$ cat config.mk
export PLATFORM = sky130hd
export DESIGN_NAME = bounded_counter_flat
export DESIGN_NICKNAME = d
export VERILOG_FILES = /design/src/rtl/bounded_counter_if.sv /design/src/rtl/bounded_counter.sv /design/src/flat_wrapper.sv
export SDC_FILE = /design/constraint.sdc
export NUM_CORES = 1
export LEC_CHECK = 0
export CAP_MARGIN = 40
export CORE_MARGIN = 2
export CORE_UTILIZATION = 66
export DETAILED_ROUTE_END_ITERATION = 16
export DONT_BUFFER_PORTS = 1
export PLACE_DENSITY = 0.93
export SLEW_MARGIN = 20
export SYNTH_ARGS = -nofsm -noshare
export SYNTH_HDL_FRONTEND = slang
export SYNTH_SLANG_ARGS = --single-unit
$ cat constraint.sdc
create_clock -name clk -period 4.72 [get_ports clk]
set_input_delay 0 -clock clk [delete_from_list [all_inputs] [get_ports clk]]
set_output_delay 0 -clock clk [all_outputs]
set_load 0.1 [all_outputs]
$ cat src/rtl/bounded_counter_if.sv
// ---------------------------------------------------------------------------
// bounded_counter_if
// Groups the control, limit and status signals of bounded_counter.
//   master : drives en, up, mode, load, load_val, lo_lim, hi_lim, step,
//            clr_flags; observes dout, at_max, at_min, wrap_pulse,
//            stopped, ovf_sticky, cfg_err
//   slave  : the counter itself (mirror directions)
// ---------------------------------------------------------------------------
interface bounded_counter_if #(
    parameter int WIDTH  = 8,
    parameter int STEP_W = 4
);
    logic              en;
    logic              up;
    logic [1:0]        mode;
    logic              load;
    logic [WIDTH-1:0]  load_val;
    logic [WIDTH-1:0]  lo_lim;
    logic [WIDTH-1:0]  hi_lim;
    logic [STEP_W-1:0] step;
    logic              clr_flags;
    logic [WIDTH-1:0]  dout;
    logic              at_max;
    logic              at_min;
    logic              wrap_pulse;
    logic              stopped;
    logic              ovf_sticky;
    logic              cfg_err;

    modport master (
        output en, up, mode, load, load_val, lo_lim, hi_lim, step, clr_flags,
        input  dout, at_max, at_min, wrap_pulse, stopped, ovf_sticky, cfg_err
    );

    modport slave (
        input  en, up, mode, load, load_val, lo_lim, hi_lim, step, clr_flags,
        output dout, at_max, at_min, wrap_pulse, stopped, ovf_sticky, cfg_err
    );
endinterface

$ cat src/rtl/bounded_counter.sv
// ---------------------------------------------------------------------------
// bounded_counter
// Up/down counter confined to [lo_lim, hi_lim] with selectable behaviour at
// the limits: saturate (mode 00/11), wrap to the opposite bound (mode 01) or
// one-shot halt (mode 10).
// Ports:
//   clk  : sole clock, rising edge
//   rst  : asynchronous active-low reset
//   bus  : bounded_counter_if.slave
//          inputs  en, up, mode, load, load_val, lo_lim, hi_lim, step,
//                  clr_flags
//          outputs dout, wrap_pulse, stopped, ovf_sticky (registered);
//                  at_max, at_min, cfg_err (combinational)
// Per-cycle priority: cfg_err hold > load > out-of-range clamp > count > hold.
// ---------------------------------------------------------------------------
module bounded_counter #(
    parameter int WIDTH  = 8,
    parameter int STEP_W = 4
) (
    input  logic             clk,
    input  logic             rst,
    bounded_counter_if.slave bus
);

    localparam logic [1:0] MODE_SAT  = 2'b00;
    localparam logic [1:0] MODE_WRAP = 2'b01;
    localparam logic [1:0] MODE_ONE  = 2'b10;

    logic [WIDTH-1:0] dout_r;
    logic             wrap_r;
    logic             stop_r;
    logic             ovf_r;

    logic [WIDTH-1:0] dout_nxt_s;
    logic             wrap_nxt_s;
    logic             stop_nxt_s;
    logic             ovf_nxt_s;

    logic             cfg_err_s;
    logic             out_of_range_s;
    logic             count_s;
    logic [WIDTH:0]   step_ext_s;
    logic [WIDTH:0]   cand_up_s;
    logic [WIDTH:0]   cand_dn_s;
    logic             hit_s;
    logic [WIDTH-1:0] cand_val_s;
    logic [WIDTH-1:0] hit_bound_s;
    logic [WIDTH-1:0] opp_bound_s;

    // Clamp an arbitrary value into [lo, hi]; only used while lo <= hi.
    function automatic logic [WIDTH-1:0] clamp_val(
        input logic [WIDTH-1:0] val,
        input logic [WIDTH-1:0] lo,
        input logic [WIDTH-1:0] hi
    );
        logic [WIDTH-1:0] res;
        if (val > hi) begin
            res = hi;
        end else if (val < lo) begin
            res = lo;
        end else begin
            res = val;
        end
        return res;
    endfunction

    assign cfg_err_s      = (bus.lo_lim > bus.hi_lim);
    assign out_of_range_s = (dout_r > bus.hi_lim) || (dout_r < bus.lo_lim);
    // A zero step never moves the counter and therefore can never hit a limit.
    assign count_s        = bus.en && !stop_r && (|bus.step);
    assign step_ext_s     = {{(WIDTH + 1 - STEP_W){1'b0}}, bus.step};
    // One extra bit catches carry on the way up and borrow on the way down.
    assign cand_up_s      = {1'b0, dout_r} + step_ext_s;
    assign cand_dn_s      = {1'b0, dout_r} - step_ext_s;

    // Limit detection for the selected direction, plus the bounds involved.
    always_comb begin
        hit_s       = 1'b0;
        cand_val_s  = dout_r;
        hit_bound_s = bus.hi_lim;
        opp_bound_s = bus.lo_lim;
        if (bus.up) begin
            hit_s       = (cand_up_s > {1'b0, bus.hi_lim});
            cand_val_s  = cand_up_s[WIDTH-1:0];
            hit_bound_s = bus.hi_lim;
            opp_bound_s = bus.lo_lim;
        end else begin
            hit_s       = cand_dn_s[WIDTH] || (cand_dn_s[WIDTH-1:0] < bus.lo_lim);
            cand_val_s  = cand_dn_s[WIDTH-1:0];
            hit_bound_s = bus.lo_lim;
            opp_bound_s = bus.hi_lim;
        end
    end

    // Next-state selection following the per-cycle priority order.
    always_comb begin
        dout_nxt_s = dout_r;
        wrap_nxt_s = 1'b0;
        stop_nxt_s = stop_r;
        ovf_nxt_s  = ovf_r;
        if (cfg_err_s) begin
            // Inconsistent limits: everything frozen, including the sticky flag.
            dout_nxt_s = dout_r;
            stop_nxt_s = stop_r;
            ovf_nxt_s  = ovf_r;
        end else begin
            if (bus.clr_flags) begin
                ovf_nxt_s = 1'b0;
            end else begin
                ovf_nxt_s = ovf_r;
            end

            if (bus.load) begin
                dout_nxt_s = clamp_val(bus.load_val, bus.lo_lim, bus.hi_lim);
                stop_nxt_s = 1'b0;
            end else if (bus.en && out_of_range_s) begin
                // Pull a stray count back to the bound it violates; not a limit hit.
                if (dout_r > bus.hi_lim) begin
                    dout_nxt_s = bus.hi_lim;
                end else begin
                    dout_nxt_s = bus.lo_lim;
                end
            end else if (count_s) begin
                if (hit_s) begin
                    // A limit hit overrides a same-cycle clr_flags.
                    ovf_nxt_s = 1'b1;
                    case (bus.mode)
                        MODE_WRAP: begin
                            dout_nxt_s = opp_bound_s;
                            wrap_nxt_s = 1'b1;
                        end
                        MODE_ONE: begin
                            dout_nxt_s = hit_bound_s;
                            stop_nxt_s = 1'b1;
                        end
                        MODE_SAT: begin
                            dout_nxt_s = hit_bound_s;
                        end
                        default: begin
                            dout_nxt_s = hit_bound_s;
                        end
                    endcase
                end else begin
                    dout_nxt_s = cand_val_s;
                end
            end else begin
                dout_nxt_s = dout_r;
            end
        end
    end

    // State and registered outputs; reset is asynchronous, active-low.
    always_ff @(posedge clk or negedge rst) begin
        if (!rst) begin
            dout_r <= {WIDTH{1'b0}};
            wrap_r <= 1'b0;
            stop_r <= 1'b0;
            ovf_r  <= 1'b0;
        end else begin
            dout_r <= dout_nxt_s;
            wrap_r <= wrap_nxt_s;
            stop_r <= stop_nxt_s;
            ovf_r  <= ovf_nxt_s;
        end
    end

    assign bus.dout       = dout_r;
    assign bus.wrap_pulse = wrap_r;
    assign bus.stopped    = stop_r;
    assign bus.ovf_sticky = ovf_r;
    assign bus.cfg_err    = cfg_err_s;
    assign bus.at_max     = (dout_r == bus.hi_lim);
    assign bus.at_min     = (dout_r == bus.lo_lim);

endmodule

$ cat src/flat_wrapper.sv
// flat-port wrapper written by rule: the top's interface ports become plain ports
module bounded_counter_flat 
#(
    parameter int WIDTH  = 8,
    parameter int STEP_W = 4
)
  (clk, rst, bus_en, bus_up, bus_mode, bus_load, bus_load_val, bus_lo_lim, bus_hi_lim, bus_step, bus_clr_flags, bus_dout, bus_at_max, bus_at_min, bus_wrap_pulse, bus_stopped, bus_ovf_sticky, bus_cfg_err);
  bounded_counter_if #(.WIDTH(WIDTH), .STEP_W(STEP_W)) bus_i ();
  input  logic clk;
  input  logic rst;
  input wire logic [$bits(bus_i.en)-1:0] bus_en;
  input wire logic [$bits(bus_i.up)-1:0] bus_up;
  input wire logic [$bits(bus_i.mode)-1:0] bus_mode;
  input wire logic [$bits(bus_i.load)-1:0] bus_load;
  input wire logic [$bits(bus_i.load_val)-1:0] bus_load_val;
  input wire logic [$bits(bus_i.lo_lim)-1:0] bus_lo_lim;
  input wire logic [$bits(bus_i.hi_lim)-1:0] bus_hi_lim;
  input wire logic [$bits(bus_i.step)-1:0] bus_step;
  input wire logic [$bits(bus_i.clr_flags)-1:0] bus_clr_flags;
  output wire logic [$bits(bus_i.dout)-1:0] bus_dout;
  output wire logic [$bits(bus_i.at_max)-1:0] bus_at_max;
  output wire logic [$bits(bus_i.at_min)-1:0] bus_at_min;
  output wire logic [$bits(bus_i.wrap_pulse)-1:0] bus_wrap_pulse;
  output wire logic [$bits(bus_i.stopped)-1:0] bus_stopped;
  output wire logic [$bits(bus_i.ovf_sticky)-1:0] bus_ovf_sticky;
  output wire logic [$bits(bus_i.cfg_err)-1:0] bus_cfg_err;
  assign bus_i.en = bus_en;
  assign bus_i.up = bus_up;
  assign bus_i.mode = bus_mode;
  assign bus_i.load = bus_load;
  assign bus_i.load_val = bus_load_val;
  assign bus_i.lo_lim = bus_lo_lim;
  assign bus_i.hi_lim = bus_hi_lim;
  assign bus_i.step = bus_step;
  assign bus_i.clr_flags = bus_clr_flags;
  assign bus_dout = bus_i.dout;
  assign bus_at_max = bus_i.at_max;
  assign bus_at_min = bus_i.at_min;
  assign bus_wrap_pulse = bus_i.wrap_pulse;
  assign bus_stopped = bus_i.stopped;
  assign bus_ovf_sticky = bus_i.ovf_sticky;
  assign bus_cfg_err = bus_i.cfg_err;
  bounded_counter #(.WIDTH(WIDTH), .STEP_W(STEP_W)) u_core (.clk(clk), .rst(rst), .bus(bus_i));
endmodule
### Word-level counts from Yosys, hierarchy flattened

Cells that the tools add are included.
W data, S select, Z words.

| word-level totals | value |
|---|---|
| register bits after elaboration | 11 |
| bits of input ports | 36 |
| output and inout bits | 14 |

| operators by class | value |
|---|---|
| $add $sub $neg | 2 |
| $lt $le $gt $ge | 7 |
| equal/unequal tests | 5 |
| multiplexer cells | 28 |
| bitwise logic cells | 1 |
| reduce and logical (&&, ||, !) cells | 13 |

Operators by type and width:

| cell | number |
|---|---|
| $mux W8 | 11 |
| $gt A8 B8 Y1 | 3 |
| $lt A8 B8 Y1 | 3 |
| $mux W1 | 17 |
| $eq A8 B8 Y1 | 2 |
| $add A8 B4 Y9 | 1 |
| $gt A9 B8 Y1 | 1 |
| $sub A8 B4 Y9 | 1 |
| $reduce_bool A2 Y1 | 3 |
| $reduce_and A5 Y1 | 1 |
| $reduce_or A4 Y1 | 1 |
| $logic_and A1 B1 Y1 | 3 |
| $reduce_bool A3 Y1 | 1 |
| $eq A2 B1 Y1 const B | 1 |
| $eq A2 B2 Y1 const B | 1 |
| $logic_or A1 B1 Y1 | 2 |
| $ne A2 B2 Y1 const B | 1 |
| $reduce_and A2 Y1 | 1 |
| $logic_not A1 Y1 | 1 |
| $not A1 Y1 | 1 |

### Logic depth before layout (Yosys ltp)

Gate-level depths: netlist (run 1).

| logic depth | value |
|---|---|
| word-level depth | 9 |
| depth in mapped cells | 18 |
| gate-level depth less buffers | 17 |

### Worst setup path before layout (run 1)

Ideal clock, no wire load.

| timing | value |
|---|---|
| path kind | reg-to-reg |
| start | register u_core.dout_r[0], in the netlist u_core.bus.dout[0] |
| end | register u_core.dout_r[1], in the netlist u_core.bus.dout[1] |
| setup time | 136 ps |
| arrival | 3,949 ps |
| required time | 4,584 ps |
| slack | 635 ps |
| stages on the path, launching flop included | 11 |
| cell sequence | dfrtp_1 -> inv_1 -> ha_1 -> nand4_1 -> nor2_1 -> a31oi_1 -> or2_1 -> o311a_1 -> buf_2 -> nor2_1 -> a31oi_1 |

| on the way | value |
|---|---|
| cells in the longest elaborated chain, start to end | 8 |
| elaborated cells on any way between the ends | 18 |
| those cells by class | add/sub (2); order compare (4); mux (7); reduce/logical (5) |

RTL lines:

| what | line | RTL |
|---|---|---|
| start: declaration | bounded_counter.sv:29 | `logic [WIDTH-1:0] dout_r;` |
| start signal: assignment | bounded_counter.sv:155 | `dout_r <= {WIDTH{1'b0}};` |
| start signal: assignment | bounded_counter.sv:160 | `dout_r <= dout_nxt_s;` |
| $sub A8 B4 Y9 | bounded_counter.sv:74 | `assign cand_dn_s = {1'b0, dout_r} - step_ext_s;` |
| $lt A8 B8 Y1 | bounded_counter.sv:88 | `hit_s = cand_dn_s[WIDTH] \|\| (cand_dn_s[WIDTH-1:0] < bus.lo_lim);` |
| $logic_or A1 B1 Y1 | bounded_counter.sv:88 |  |
| $mux W1 | bounded_counter.sv:82 | `if (bus.up) begin` |
| $mux W8 | bounded_counter.sv:124 | `if (hit_s) begin` |
| $mux W8 | bounded_counter.sv:123 | `end else if (count_s) begin` |
| $mux W8 | bounded_counter.sv:116 | `end else if (bus.en && out_of_range_s) begin` |
| $mux W8 | bounded_counter.sv:113 | `if (bus.load) begin` |

Parallel ways exist; a longest one is shown, timed or not. The select of a mux whose other input is x is not followed.
A chain may end at the register's enable or synchronous reset.

### Worst setup path after layout (run 1)

| timing | value |
|---|---|
| start | register u_core.dout_r[0], in the netlist u_core.bus.dout[0] |
| end | register u_core.stop_r, in the netlist u_core.bus.stopped |

| on the way | value |
|---|---|
| cells in the longest elaborated chain, start to end | 6 |
| elaborated cells on any way between the ends | 13 |
| those cells by class | add/sub (2); order compare (4); eq/ne (1); mux (1); reduce/logical (5) |

RTL lines:

| what | line | RTL |
|---|---|---|
| $sub A8 B4 Y9 | bounded_counter.sv:74 |  |
| $lt A8 B8 Y1 | bounded_counter.sv:88 |  |
| $logic_or A1 B1 Y1 | bounded_counter.sv:88 |  |
| $mux W1 | bounded_counter.sv:82 |  |
| $reduce_bool A2 Y1 (no source line) | - |  |
| $reduce_and A5 Y1 (no source line) (*) | - |  |
| end signal: assignment | bounded_counter.sv:162 | `stop_r <= stop_nxt_s;` |
| end: declaration | bounded_counter.sv:31 | `logic stop_r;` |

Mark *: on every way between the ends. The rest lies on a longest branch, timed or not.

==> results of run 1 <==
==> power breakdown <==
group / internal [mW] / switching [mW] / leakage (nW) / total [mW]
logic: 0.552 / 0.997 / 1.19 / 1.55
clock network: 0.0599 / 0.0457 / 0.0228 / 0.106
registers: 0.133 / 0.0806 / 0.132 / 0.214
==> layer usage <==
| metal | share of wire, % | wire, um | GRT usage (%) | vias up |
|---|---|---|---|---|
| met5 | 0 | 0 | 0 | - |
| met4 | 4.3 | 335 | 17.1 | 0 |
| met3 | 10 | 796 | 9.29 | 30 |
| met2 | 49 | 3780 | 65.3 | 156 |
| met1 | 37 | 2840 | 41.0 | 1235 |
| li1 | - | - | - | 1234 |
==> cell families after synthesis <==
logic type	Yosys count	share of synthesized area, %
XOR/XNOR	13	4.38
AND/OR/NAND/NOR	91	18.1
multiplexers	13	5.06
adder cells (fa/ha/maj)	64	31.4
AO/OA/AOI/OAI	93	24.3
buffers and inverters	37	6.16
flip-flops	11	10.6
==> worst max-delay path: cells and delay by family, from the launching register on <==
| kind | cells | cell delay, ns |
|---|---|---|
| and+or+nand+nor | 2 | 0.17 |
| DFF | 1 | 0.42 |
| adders and majority gates | 3 | 0.99 |
| buffers and inverters | 1 | 0.59 |
| AOI/OAI and AO/OA | 8 | 1.74 |
| xor gates and xnor gates | 1 | 0.21 |
==> sequential cells by signal (all words and copies together), names as in the netlist <==
name                   cells
u_core.bus.dout            8
u_core.bus.ovf_sticky      1
u_core.bus.stopped         1
u_core.bus.wrap_pulse      1
==> metrics by stage <==
stage	cells	total power, mW	instance area [um2]	hold WS (ns)
6_report	386	1.87	2860	0.00513
2_1_floorplan	322	1.39	2600	-0.296
4_1_cts	384	1.82	2830	0.0157
3_3_place_gp	370	1.61	2680	-0.295
5_1_grt	386	2.00	2860	0.0183
3_5_place_dp	374	1.69	2730	-0.295
==> worst paths after layout <==
path	slack (ns)	end	start	cells past startpoint
setup / recovery	0.47	u_core.bus.stopped	u_core.bus.dout[0]	15
hold / removal	0.005	u_core.bus.dout[0]	bus_load_val[0]	2
setup reg to reg	0.47	u_core.bus.stopped	u_core.bus.dout[0]	15
hold reg to reg	0.64	u_core.bus.dout[0]	u_core.bus.dout[0]	2
max in group asynchronous	4.15	u_core.bus.dout[1]	rst	1
min in group asynchronous	0.19	u_core.bus.stopped	rst	1
==> area by class of cell <==
type	count	area share, %
clock buffer	4	1.57
tap	48	2.10
multi-input combinational	274	75.8
timing repair buffer	21	7.26
inverter	28	3.67
sequential	11	9.62
==> repair_timing <==
action / 4_1_cts / 5_1_grt
buffers inserted: 0 / 0
hold buffers: 6 / 0
hold endpoints to repair: 15 / 0
==> cells in the final DEF, fill, tap and decap left out, drive strengths merged, types with 2 or more instances in the layout <==
master and count:
ha 62, nor2 31, inv 28, a21oi 27
o21ai 19, nand2 17, buf 13, mux2i 12
dfrtp 11, nand4 10, a31oi 10, nor2b 9
o211ai 9, xor2 7, a222oi 7, xnor2 6
dlygate4sd3 6, clkbuf 6, nor3 5, nand3 4
or2 4, o21a 3, nand2b 3, a21boi 2
a21o 2, a211oi 2, a2111oi 2, and3b 2
fa 2
==> impl_results.md, run 1 <==
- Outcome: finished, final reports clean
- Layout cells sized above 1: 9.17%
- RD Place Congestion: 0.960
- First-pass GRT wire length: 12.4 mm
- Largest net degree at the start of global routing: 17
- # setup viols final: 0
- Slew headroom: 41.8%
- Worst path max stage delay: 0.59 ns
- Crit-path cells: ha_1 -> fa_1 -> nand2b_4 -> a21oi_2 -> o211a_1 -> xor2_1 -> ha_1 -> a2111oi_0 -> o21ai_0 -> o221ai_1 -> a31oi_4 -> a21oi_2 -> nor4b_2 -> a2bb2oi_2 -> dlygate4sd3_1
- Die height: 66.8 um
- Most numerous cell in the Yosys netlist: ha_1
- Clk slew on worst S/H paths: 0.06 ns
- Crit Path Class: flop to flop
- Hold Fails Final Rpt: 0
- Post-CTS sizing: 0
- Max-cap viol count: 0
- Cell taking the most area after synthesis: ha_1
- Global route overflow: 0
- Vias/cell: 6.88
- Vias in the first global route: 2686
- Count of different cell masters after synthesis: 52
- Clk_skew: 0.000611 ns
- RSZ-0062 raised after global routing: no
- Port Buf Inserts: 0
- Synth top area cells: ha_1 (30%), dfrtp_1 (11%), a21oi_1 (4.8%), mux2i_1 (4.6%), nor2_1 (4.5%)
- Core Area: 0.00372 mm2
- Worst skew pair latency: 0.25 ns
- Synth cell count leaders: ha_1 (62), nor2_1 (31), inv_1 (28)
- Tot GR Track Use: 36.9%
- Leak pwr: 1.34 nW
- Pre-CTS WS: 1.05 ns
- Multi-input logic area: 0.00217 mm2
- Minimum clock period after layout: 4.25 ns
- Die X: 66.8 um
- Setup ws final: 0.469 ns
- Clk buf depth: 2
- Startpoint types: flop
- Post-Syn Area: 0.00260 mm2
- Crit path DAT: 4.38 ns
- Nature of the critical path endpoint: flop
- FFs w/ async S/R, synth: 100%
- Drt drc: 0
- Filler cells: 276
- Starting Density: 69.9%
- Rows: 22
- Critical path required time: 4.85 ns
- Final WL: 7.75 mm
- Num CTS Buffers: 3
- CTS tree: yes
- Post-detailed-placement half-perimeter wirelength: 6.23 mm
- Finished Core Util: 77.0%
- Drt initial violations: 207
- Worst-Margin Slew: 0.873 ns
- PwrDens: 653 mW/mm2
- Root Buffer: clkbuf_8
- Worst vdd ir: 0.444 mV
- Routed via count: 2655
- EDFF count, synth: 0
- Syn_nets: 422
- Syn_area_per_cell: 8.07 um2
- Routed Antenna Nets: 0
- Total Nets Final: 439
- Peak Freq: 235 MHz
- Seq. cell area: 275 um2
- Pre-antenna DRT Iters: 6
- Syn Inst Count: 322
- Area of the die: 0.00446 mm2
- Sequential share of the synthesized area: 10.6%
- Flop and latch count out of synthesis: 11
- Top-area cell type share of the netlist area: 29.9%
- Antenna cells: 0
- Final Max Slew Viols: 0
- Clock Sink Count: 11
- Worst Hold Class: primary input to flop
- Tcrit/Tclk final: 90.1%
- H-tree depth: 1
- Synth Flop Type: dfrtp_1
- Worst-path fanout max: 13
- Critical path's slowest cell: dlygate4sd3_1
- Antenna violations before repair: 0
- Area delta synth->final: 10.1%
- WL/cell: 20.1 um
- Setup TNS: 0 ns
- Top Ports: 50
- Number of warnings issued by yosys: 0
(Power assumes the default switching activity.)
==> run 2: changes to the inputs <==
--- a/config.mk
+++ b/config.mk
@@ -5,9 +5,9 @@
 export SDC_FILE = /design/constraint.sdc
 export NUM_CORES = 1
 export LEC_CHECK = 0
-export CAP_MARGIN = 40
 export CORE_MARGIN = 2
 export CORE_UTILIZATION = 66
+export CTS_BUF_LIST = sky130_fd_sc_hd__clkbuf_8 sky130_fd_sc_hd__clkbuf_16
 export DETAILED_ROUTE_END_ITERATION = 16
 export DONT_BUFFER_PORTS = 1
 export PLACE_DENSITY = 0.93
==> run 2 against run 1 <==
Compared with the run above:
- the run now ends with hold timing left
- first-iteration DRC count is 16% higher
- clock skew rose by 0.0019 ns
- combinational power fell by 5%
- final area is 2.9% lower
- largest cell class unchanged
- largest power group unchanged
==> impl_results.md, run 2 (same netlist as run 1, synthesis figures left out) <==
- Outcome: complete, but fails checks
- Violated checks: hold timing
- Crit path DAT: 4.36 ns
- Peak Freq: 236 MHz
- Fin area: 0.00278 mm2
- Die height: 66.8 um
- Design Power: 1.83 mW
- Clk buf depth: 2
- Starting Density: 69.9%
- Startpoint types: flop
- Routed Antenna Nets: 0
- Hold Fails Final Rpt: 1
- Worst Hold Class: primary input to flop
- Clk slew on worst S/H paths: 0.06 ns
- Total Nets Final: 432
- Final WL: 7.58 mm
- Port Buf Inserts: 0
- Antenna cells: 0
- Die X: 66.8 um
- Crit Path Class: flop to flop
- # setup viols final: 0
- Leak pwr: 1.31 nW
- Area of the die: 0.00446 mm2
- Post-CTS sizing: 0
- Antenna violations before repair: 0
- Top Ports: 50
- Worst skew pair latency: 0.25 ns
- Largest net degree at the start of global routing: 17
- RD Place Congestion: 0.960
- Post-CTS setup buffer count: 0
- RSZ-0062 raised after global routing: no
- Cell Area, Placed: 0.00268 mm2
- Drt drc: 0
- Critical path required time: 4.85 ns
- First-pass GRT wire length: 12.0 mm
- Finished Core Util: 74.8%
- GR Layer Usage met2: 63.9%
- Drt initial violations: 241
- Tot GR Track Use: 36.0%
- Worst hold stages: 2
- Tcrit/Tclk final: 89.8%
- Pre-antenna DRT Iters: 6
- Final Max Slew Viols: 0
- Routed via count: 2607
- Layout cells sized above 1: 8.46%
- Max-cap viol count: 0
- Post-detailed-placement half-perimeter wirelength: 6.05 mm
- Minimum clock period after layout: 4.24 ns
- Most frequent cells in the layout: ha_1 (62), inv_1 (29), nor2_1 (29)
- CTS tree: yes
- Hold slack: -0.00427 ns
- Global routing usage on met1: 41.2%
- Slew headroom: 29.8%
- Filler cells: 276
- H-tree depth: 1
- Root Buffer: clkbuf_8
- Worst reg2reg path depth: 15
- Worst vdd ir: 0.451 mV
- Clk_skew: 0.00249 ns
- GR Util met3: 7.94%
- Rows: 22
- Vias in the first global route: 2651
- Clock Sink Count: 11
- WL/cell: 20.0 um
- Hold buffers post-CTS: 5
- GRT busiest layer: met2
- Global route overflow: 0
- Area delta synth->final: 6.93%
- Worst-Margin Slew: 1.05 ns
- Core Area: 0.00372 mm2
- Number of flip-flops in the largest register: 8
- Num CTS Buffers: 3
- Nature of the critical path endpoint: flop
- Vias/cell: 6.88
- Worst-path fanout max: 13
- Most common cell after layout, fill and taps aside: ha_1
- PwrDens: 658 mW/mm2
- Setup TNS: 0 ns
-- run 2: cell type report --
type	count	area [um2]	area share, %
multi-input combinational	274	2180	78.3
timing repair buffer	14	118	4.23
inverter	28	105	3.78
clock inverter	1	3.75	0.135
sequential	11	275	9.91
clock buffer	3	41.3	1.49
tap	48	60.1	2.16
-- run 2: path summary, 6_finish.rpt --
path	startpoint	end	slack [ns]
worst max-delay path	u_core.bus.dout[0]	u_core.bus.stopped	0.48
worst min-delay path	bus_hi_lim[2]	u_core.bus.dout[2]	-0.004
worst max register to register	u_core.bus.dout[0]	u_core.bus.stopped	0.48
worst min register to register	u_core.bus.dout[0]	u_core.bus.dout[0]	0.64
max in group asynchronous	rst	u_core.bus.dout[6]	4.15
min in group asynchronous	rst	u_core.bus.dout[5]	0.19
-- run 2: report_power, final --
group          switching (mW)  internal [mW]  total, mW
clock network          0.0430         0.0576      0.101
registers               0.113          0.133      0.245
logic                   0.953          0.530       1.48
total                    1.11          0.720       1.83
-- run 2: layer usage --
metal | share of wire (%) | vias to the layer above
li1 | - | 1217
met1 | 39 | 1218
met2 | 47 | 142
met3 | 9.8 | 30
met4 | 4.1 | 0
met5 | 0 | -
-- run 2: metrics by stage --
step	hold WS (ns)	setup WS, ns	instances
floorplan	-0.296	0.635	322
global placement	-0.295	1.13	370
detailed placement	-0.295	1.05	370
CTS	0.000372	0.525	379
global route	0.0117	0.225	379
finish	-0.00427	0.484	379
-- run 2: worst max-delay path, stage by stage (launching register included) --
cell and delay, ns:
dfrtp_1 0.42, ha_1 0.24, fa_1 0.45, nand2b_4 0.10
a21oi_2 0.06, o211a_1 0.22, xor2_1 0.21, ha_1 0.30
a2111oi_0 0.43, o21ai_0 0.16, o221ai_1 0.27, a31oi_4 0.27
a21oi_2 0.22, nor4b_2 0.07, a2bb2oi_2 0.12, dlygate4sd3_1 0.57
